--- src/rtl/reg_port_initiator.sv ---
// Operand-fetch initiator: reads up to two register-file sources per request and presents them on a hold handshake.
// Optional macro WB_FORWARD_EN forwards a same-cycle writeback instead of stalling the read for one cycle.
module reg_port_initiator #(
    parameter int DATA_W = 18,
    parameter int ADDR_W = 4
) (
    input  logic              Clk,
    input  logic              Reset,
    input  logic              ReqValid,
    output logic              ReqReady,
    input  logic [ADDR_W-1:0] ReqSrc1,
    input  logic [ADDR_W-1:0] ReqSrc2,
    input  logic              ReqUseSrc2,
    input  logic              WbValid,
    input  logic [ADDR_W-1:0] WbRegister,
    input  logic [DATA_W-1:0] WbData,
    output logic              OpValid,
    input  logic              OpReady,
    output logic [DATA_W-1:0] Operand1,
    output logic [DATA_W-1:0] Operand2,
    output logic              ReadEnable1,
    output logic              ReadEnable2,
    output logic [ADDR_W-1:0] ReadRegister1,
    output logic [ADDR_W-1:0] ReadRegister2,
    input  logic [DATA_W-1:0] ReadData1,
    input  logic [DATA_W-1:0] ReadData2,
    output logic              RegWrite,
    output logic [ADDR_W-1:0] WriteRegister,
    output logic [DATA_W-1:0] WriteData
);

    typedef enum logic [1:0] {
        IDLE = 2'd0,
        READ = 2'd1,
        HOLD = 2'd2
    } state_t;

    state_t state;
    logic   use_src2;
    logic   hit1;
    logic   hit2;

    // Writeback goes straight to the register file, reset or not.
    assign RegWrite      = WbValid;
    assign WriteRegister = WbRegister;
    assign WriteData     = WbData;

    // A writeback only conflicts with a source the read port is actually using.
    assign hit1 = (state == READ) && WbValid && (WbRegister == ReadRegister1);
    assign hit2 = (state == READ) && WbValid && use_src2 && (WbRegister == ReadRegister2);

    always_ff @(posedge Clk or posedge Reset) begin
        if (Reset) begin
            state         <= IDLE;
            ReqReady      <= 1'b1;
            OpValid       <= 1'b0;
            ReadEnable1   <= 1'b0;
            ReadEnable2   <= 1'b0;
            ReadRegister1 <= '0;
            ReadRegister2 <= '0;
            use_src2      <= 1'b0;
            Operand1      <= '0;
            Operand2      <= '0;
        end else begin
            case (state)
                IDLE: begin
                    if (ReqValid) begin
                        ReadRegister1 <= ReqSrc1;
                        ReadRegister2 <= ReqSrc2;
                        use_src2      <= ReqUseSrc2;
                        ReadEnable1   <= 1'b1;
                        ReadEnable2   <= ReqUseSrc2;
                        ReqReady      <= 1'b0;
                        state         <= READ;
                    end
                end
                READ: begin
`ifdef WB_FORWARD_EN
                    Operand1    <= hit1 ? WbData : ReadData1;
                    Operand2    <= use_src2 ? (hit2 ? WbData : ReadData2) : '0;
                    ReadEnable1 <= 1'b0;
                    ReadEnable2 <= 1'b0;
                    OpValid     <= 1'b1;
                    state       <= HOLD;
`else
                    // Stay put until the conflicting write has landed in the register file.
                    if (!(hit1 || hit2)) begin
                        Operand1    <= ReadData1;
                        Operand2    <= use_src2 ? ReadData2 : '0;
                        ReadEnable1 <= 1'b0;
                        ReadEnable2 <= 1'b0;
                        OpValid     <= 1'b1;
                        state       <= HOLD;
                    end
`endif
                end
                HOLD: begin
                    if (OpReady) begin
                        OpValid  <= 1'b0;
                        ReqReady <= 1'b1;
                        state    <= IDLE;
                    end
                end
                default: begin
                    OpValid     <= 1'b0;
                    ReqReady    <= 1'b1;
                    ReadEnable1 <= 1'b0;
                    ReadEnable2 <= 1'b0;
                    state       <= IDLE;
                end
            endcase
        end
    end

endmodule

--- config.mk ---
export PLATFORM = sky130hd
export DESIGN_NAME = reg_port_initiator
export DESIGN_NICKNAME = d
export VERILOG_FILES = /design/src/rtl/reg_port_initiator.sv
export SDC_FILE = /design/constraint.sdc
export NUM_CORES = 1
export LEC_CHECK = 0
export CORE_ASPECT_RATIO = 0.9
export CORE_MARGIN = 10
export CORE_UTILIZATION = 39
export CTS_CLUSTER_DIAMETER = 40
export DETAILED_ROUTE_END_ITERATION = 16
export PLACE_DENSITY = 0.85
export SYNTH_ARGS = -nofsm -noshare
export SYNTH_HDL_FRONTEND = slang
export SYNTH_SLANG_ARGS = --single-unit
--- constraint.sdc ---
create_clock -name Clk -period 3.3 [get_ports Clk]
set_clock_uncertainty 0.1 [all_clocks]
set_input_delay 0.66 -clock Clk [delete_from_list [all_inputs] [get_ports Clk]]
set_output_delay 0.66 -clock Clk [all_outputs]
set_load 0.02 [all_outputs]
=== Yosys cells after proc, flatten, opt, wreduce, memory -nomap -nowiden ===
Cells that the tools add are included.

* Bits of input ports: 72
* Bits in read-only memories: 0
* Memories kept: 0
* Memory bits (writable): 0
* Register bits after elaboration: 51
* Bits in latches: 0
* Output and inout bits: 71

* Reductions and logical operators: 12
* Divide/modulo/power cells: 0
* Multiplexer cells: 16
* Bitwise gates (word level): 4
* Magnitude comparators: 0
* $add $sub $neg: 0
* Shifts and indexed selects: 0
* Multipliers: 0
* Eq/ne operators: 7

{| class="wikitable"
|+ Operators by type and width
! kind !! count
|-
| $mux 18 || 1
|-
| $pmux 1 s3 || 4
|-
| $reduce_and 3->1 || 4
|-
| $eq 4x4->1 || 2
|-
| $mux 1 || 7
|-
| $mux 2 || 3
|-
| $ne 2x2->1 const B || 3
|-
| $pmux 2 s3 || 1
|-
| $logic_and 1x1->1 || 4
|-
| $not 1->1 || 4
|-
| $reduce_and 2->1 || 2
|-
| $eq 2x1->1 const B || 1
|-
| $eq 2x2->1 const B || 1
|-
| $logic_not 2->1 || 1
|-
| $logic_or 1x1->1 || 1
|}

=== Longest topological paths before layout ===
* Depth after elaboration: 7
* Mapped depth: 7
* Gate-level depth less buffers: 5

=== Least setup slack after synthesis ===
Ideal clock, no wire load.

* Path type: input to register
* From: input WbRegister[1]
* To: register Operand1[10]
* Cell stages on the path: 6
* Slack: 1343 ps
* Arrival time: 1733 ps
* Library setup time: 125 ps
* Path through: xor2_1 > nor3_1 > nand3_1 > nand2_1 > buf_4 > mux2_2

* Cells in the longest elaborated chain, start to end: 5
* Elaborated cells between the ends (all ways): 7
* Those cells by class: 2 x eq/ne; 1 x bitwise; 4 x reduce/logical

{| class="wikitable"
|+ Ends and longest elaborated chain
! item !! line !! RTL
|-
| from (decl) || 15 || <nowiki>input logic [ADDR_W-1:0] WbRegister,</nowiki>
|-
| $eq 4x4->1 (on tied branches) || 49, 50 ||
|-
| $logic_and 1x1->1 (on tied branches) || 49, 50 ||
|-
| $logic_or 1x1->1 * || 87 || <nowiki>if (!(hit1 || hit2)) begin</nowiki>
|-
| $not 1->1 (no source line) * || -- ||
|-
| $reduce_and 2->1 (no source line) * || -- ||
|-
| to (signal assigned) || 88 || <nowiki>Operand1 <= ReadData1;</nowiki>
|-
| to (decl) || 19 || <nowiki>output logic [DATA_W-1:0] Operand1,</nowiki>
|}

Mark *: on every way between the ends. The rest lies on a longest branch, timed or not.
A chain may end at the register's enable or synchronous reset.

=== Final worst setup path ===
* From: input WbRegister[0]
* To: output WriteRegister[0]

{| class="wikitable"
|+ RTL lines
! item !! line !! RTL
|-
| to (decl) || 28 || <nowiki>output logic [ADDR_W-1:0] WriteRegister,</nowiki>
|}

No word-level cell between the ends.

==> results.cfg <==
[final_layout]
diodes = 0
nFillCells = 447
syn_to_final_growth_pct = 46.9
postLayoutCellArea_um2 = 3250
final_nets = 325
layout.cells.non_filler = 321
fin_util_pct = 60.4
layout-drive-gt1-share_pct = 15.4

[yosys]
synthDistinctLibCells = 24
synth_async_sr_flop_share_pct = 100
ys_seq_elements = 51
synthesis.area_um2 = 2210
ys_warn_count = 0
netlist.area_leader.share_pct = 56.5
synth_top_cell_by_area = dfrtp_1
synth.most_common_cell = dfrtp_1
syn_avg_cell_area_um2 = 13.2
seq_area_frac_synth_pct = 57.7
synth_nets = 240
yosys-top-cells-count = dfrtp_1, mux2_2, buf_4, a22o_1, nand2_1
synthFlopType = dfrtp_1
synth_edf_count = 0
synth_area_leaders = dfrtp_1, mux2_2, buf_4
syn_inst = 168

[worst_setup_path]
slowest_stage = clkdlybuf4s50_1
cp-end-kind = primary output
worst-path-buf-inv = 2
r2r_slack_ps = 1340
critPathArrivalTime_ps = 1840
worstPathCellList = clkdlybuf4s50_1 -> clkdlybuf4s50_1
reg2reg_depth = 5
cpMostUsedCell = clkdlybuf4s50_1
cp_max_fo = 3
worstPathRequired_ps = 2540
start_kind = input port
slowest_delay_ps = 640
worst-setup-path-type = in -> out
r2r-end = Operand2[15]$_DFFE_PP0P_
crit_family = buffers and inverters
r2r-start = ReadRegister1[1]$_DFFE_PP0P_

[global_route]
met1_usage_pct = 13.7
use_met3_pct = 6.44
overflow = 0
grtUsageMet2_pct = 20.9
grt_pass1_wl_um = 9220
busiest_layer = met2
grt.total_usage_pct = 12.4
grt_pass1_vias = 1655
antenna_found_initial = 0
grt_max_degree = 52

[placed_design]
place.gp.congestion = 0.802
portBuffers = 106
dp_slack_ps = 529
dp.cells = 313
place_hpwl_um = 4770
place_area_um2 = 3150

[floorplan]
coreArea_um2 = 5380
num_rows = 25
ios = 143
dieArea_um2 = 9090
start_util_pct = 41.1
die_w_um = 99.4
die_h_um = 91.5

[pwr]
p_comb_share_pct = 52.1
power_frac_seq_pct = 35.7
p_switching_mw = 1.17
clkPwrFrac_pct = 12.2
internal-power_mw = 2.01
power.leakage_nw = 1.37
powerDensity_nw_per_um2 = 978
switching_share_pct = 36.8
ir_worst_vdd_v = 0.000492
p_total_mw = 3.18

[cts]
cts_resized = 0
postCtsSetupRepairBufs = 0
cts.sinks = 51
clock_latency_ps = 280
cts_max_path_buffers = 2
clockRootBuffer = clkbuf_8
cts_tree = yes
hold_buffers = 0
path_clk_slew_ps = 80
htreeDepth = 2
numCtsBuffers = 5

[drt]
wl_um = 5970
viasPerCell = 4.87
drt-pass1-iter-count = 4
ant_nets = 0
drtIter0Drc = 38
drc_errors = 0
post_drt_wl_per_cell_um = 18.6
via_count = 1562

[worst_hold_path]
hp-start = Operand2[10]$_DFFE_PP0P_
min_path_cells = 1
hold_path.class = reg -> reg
hold_path_end = Operand2[10]$_DFFE_PP0P_

[sta]
tns_ps = 0
maxSlewHeadroom_pct = 30.9
timing.final.crit_period_ps = 2600
maxSlewViolCount = 0
hold_slack_ps = 408
fmax_mhz = 385
hold_viol_final = 0
rsz0062_at_grt = false
setup_viol = 0
finalWorstSetupSlack_ps = 702
timing.final.crit_share_pct = 78.7
worst_pin_slew_ps = 1030

[job]
max_cap_violations = 0

[outcome]
status = completed
logic make-up after synthesis:
logic type             count (synthesis)  share of synthesized area (%)
flip-flops                            51                           57.7
buffers and inverters                 33                           11.2
AO/OA/AOI/OAI                         27                           9.33
XOR/XNOR                               8                           3.17
multiplexers                          27                           13.7
AND/OR/NAND/NOR                       22                           4.81
sequential cells by signal, summed over array words and instances, names as in the netlist:
signal / flops
Operand1: 18
Operand2: 18
ReadRegister1: 4
ReadRegister2: 4
state: 2
OpValid: 1
ReadEnable1: 1
ReadEnable2: 1
ReqReady: 1
use_src2: 1
how the worst max path moves through the flow:
stage	start	to	slack (ps)	cells past startpoint
2_1_floorplan	Reset	OpValid$_DFFE_PP0P_	1310	1
3_3_place_gp	WbRegister[3]	Operand2[5]$_DFFE_PP0P_	650	6
3_5_place_dp	WbRegister[1]	Operand2[15]$_DFFE_PP0P_	530	6
4_1_cts	WbRegister[0]	WriteRegister[0]	690	2
5_1_grt	WbRegister[0]	WriteRegister[0]	660	2
6_report	WbRegister[0]	WriteRegister[0]	700	2
cell usage in the layout (no fill, tap or decap), drive strengths merged:
cell type	synthesis	final
nand3	1	1
a21oi	4	4
nor3b	1	1
nor2b	1	1
a31oi	1	1
mux2	27	27
o21ai	3	3
and2	1	1
clkbuf	0	7
inv	3	3
nand2	7	7
clkinvlp	0	1
nor2	5	5
nor3	3	3
a22o	18	18
xnor2	2	2
and3	1	1
dfstp	1	1
xor2	6	6
and4	1	1
nand2b	1	1
dfrtp	50	50
clkdlybuf4s50	0	106
buf	30	2
a22oi	1	1
metal layers:
| layer | vias up | routed length (um) |
|---|---|---|
| li1 | 730 | - |
| met1 | 755 | 2250 |
| met2 | 69 | 3000 |
| met3 | 8 | 663 |
| met4 | 0 | 52 |
| met5 | - | 0 |
power groups by stage:
| stage | clock, mW | sequential, mW | combinational (mW) |
|---|---|---|---|
| 6_report | 0.387 | 1.14 | 1.66 |
| 3_3_place_gp | 0 | 1.13 | 1.66 |
| 2_1_floorplan | 0 | 1.48 | 0.591 |
| 5_1_grt | 0.426 | 1.18 | 1.77 |
| 4_1_cts | 0.400 | 1.14 | 1.70 |
| 3_5_place_dp | 0 | 1.15 | 1.70 |
layout make-up:
| type | count | area (um2) | area share, % |
|---|---|---|---|
| sequential | 51 | 1280 | 39.3 |
| tap | 67 | 83.8 | 2.58 |
| clock buffer | 7 | 96.3 | 2.96 |
| multi-input combinational | 84 | 687 | 21.1 |
| inverter | 3 | 11.3 | 0.346 |
| clock inverter | 1 | 7.51 | 0.231 |
| timing repair buffer | 108 | 1090 | 33.5 |
(Power assumes the default switching activity.)
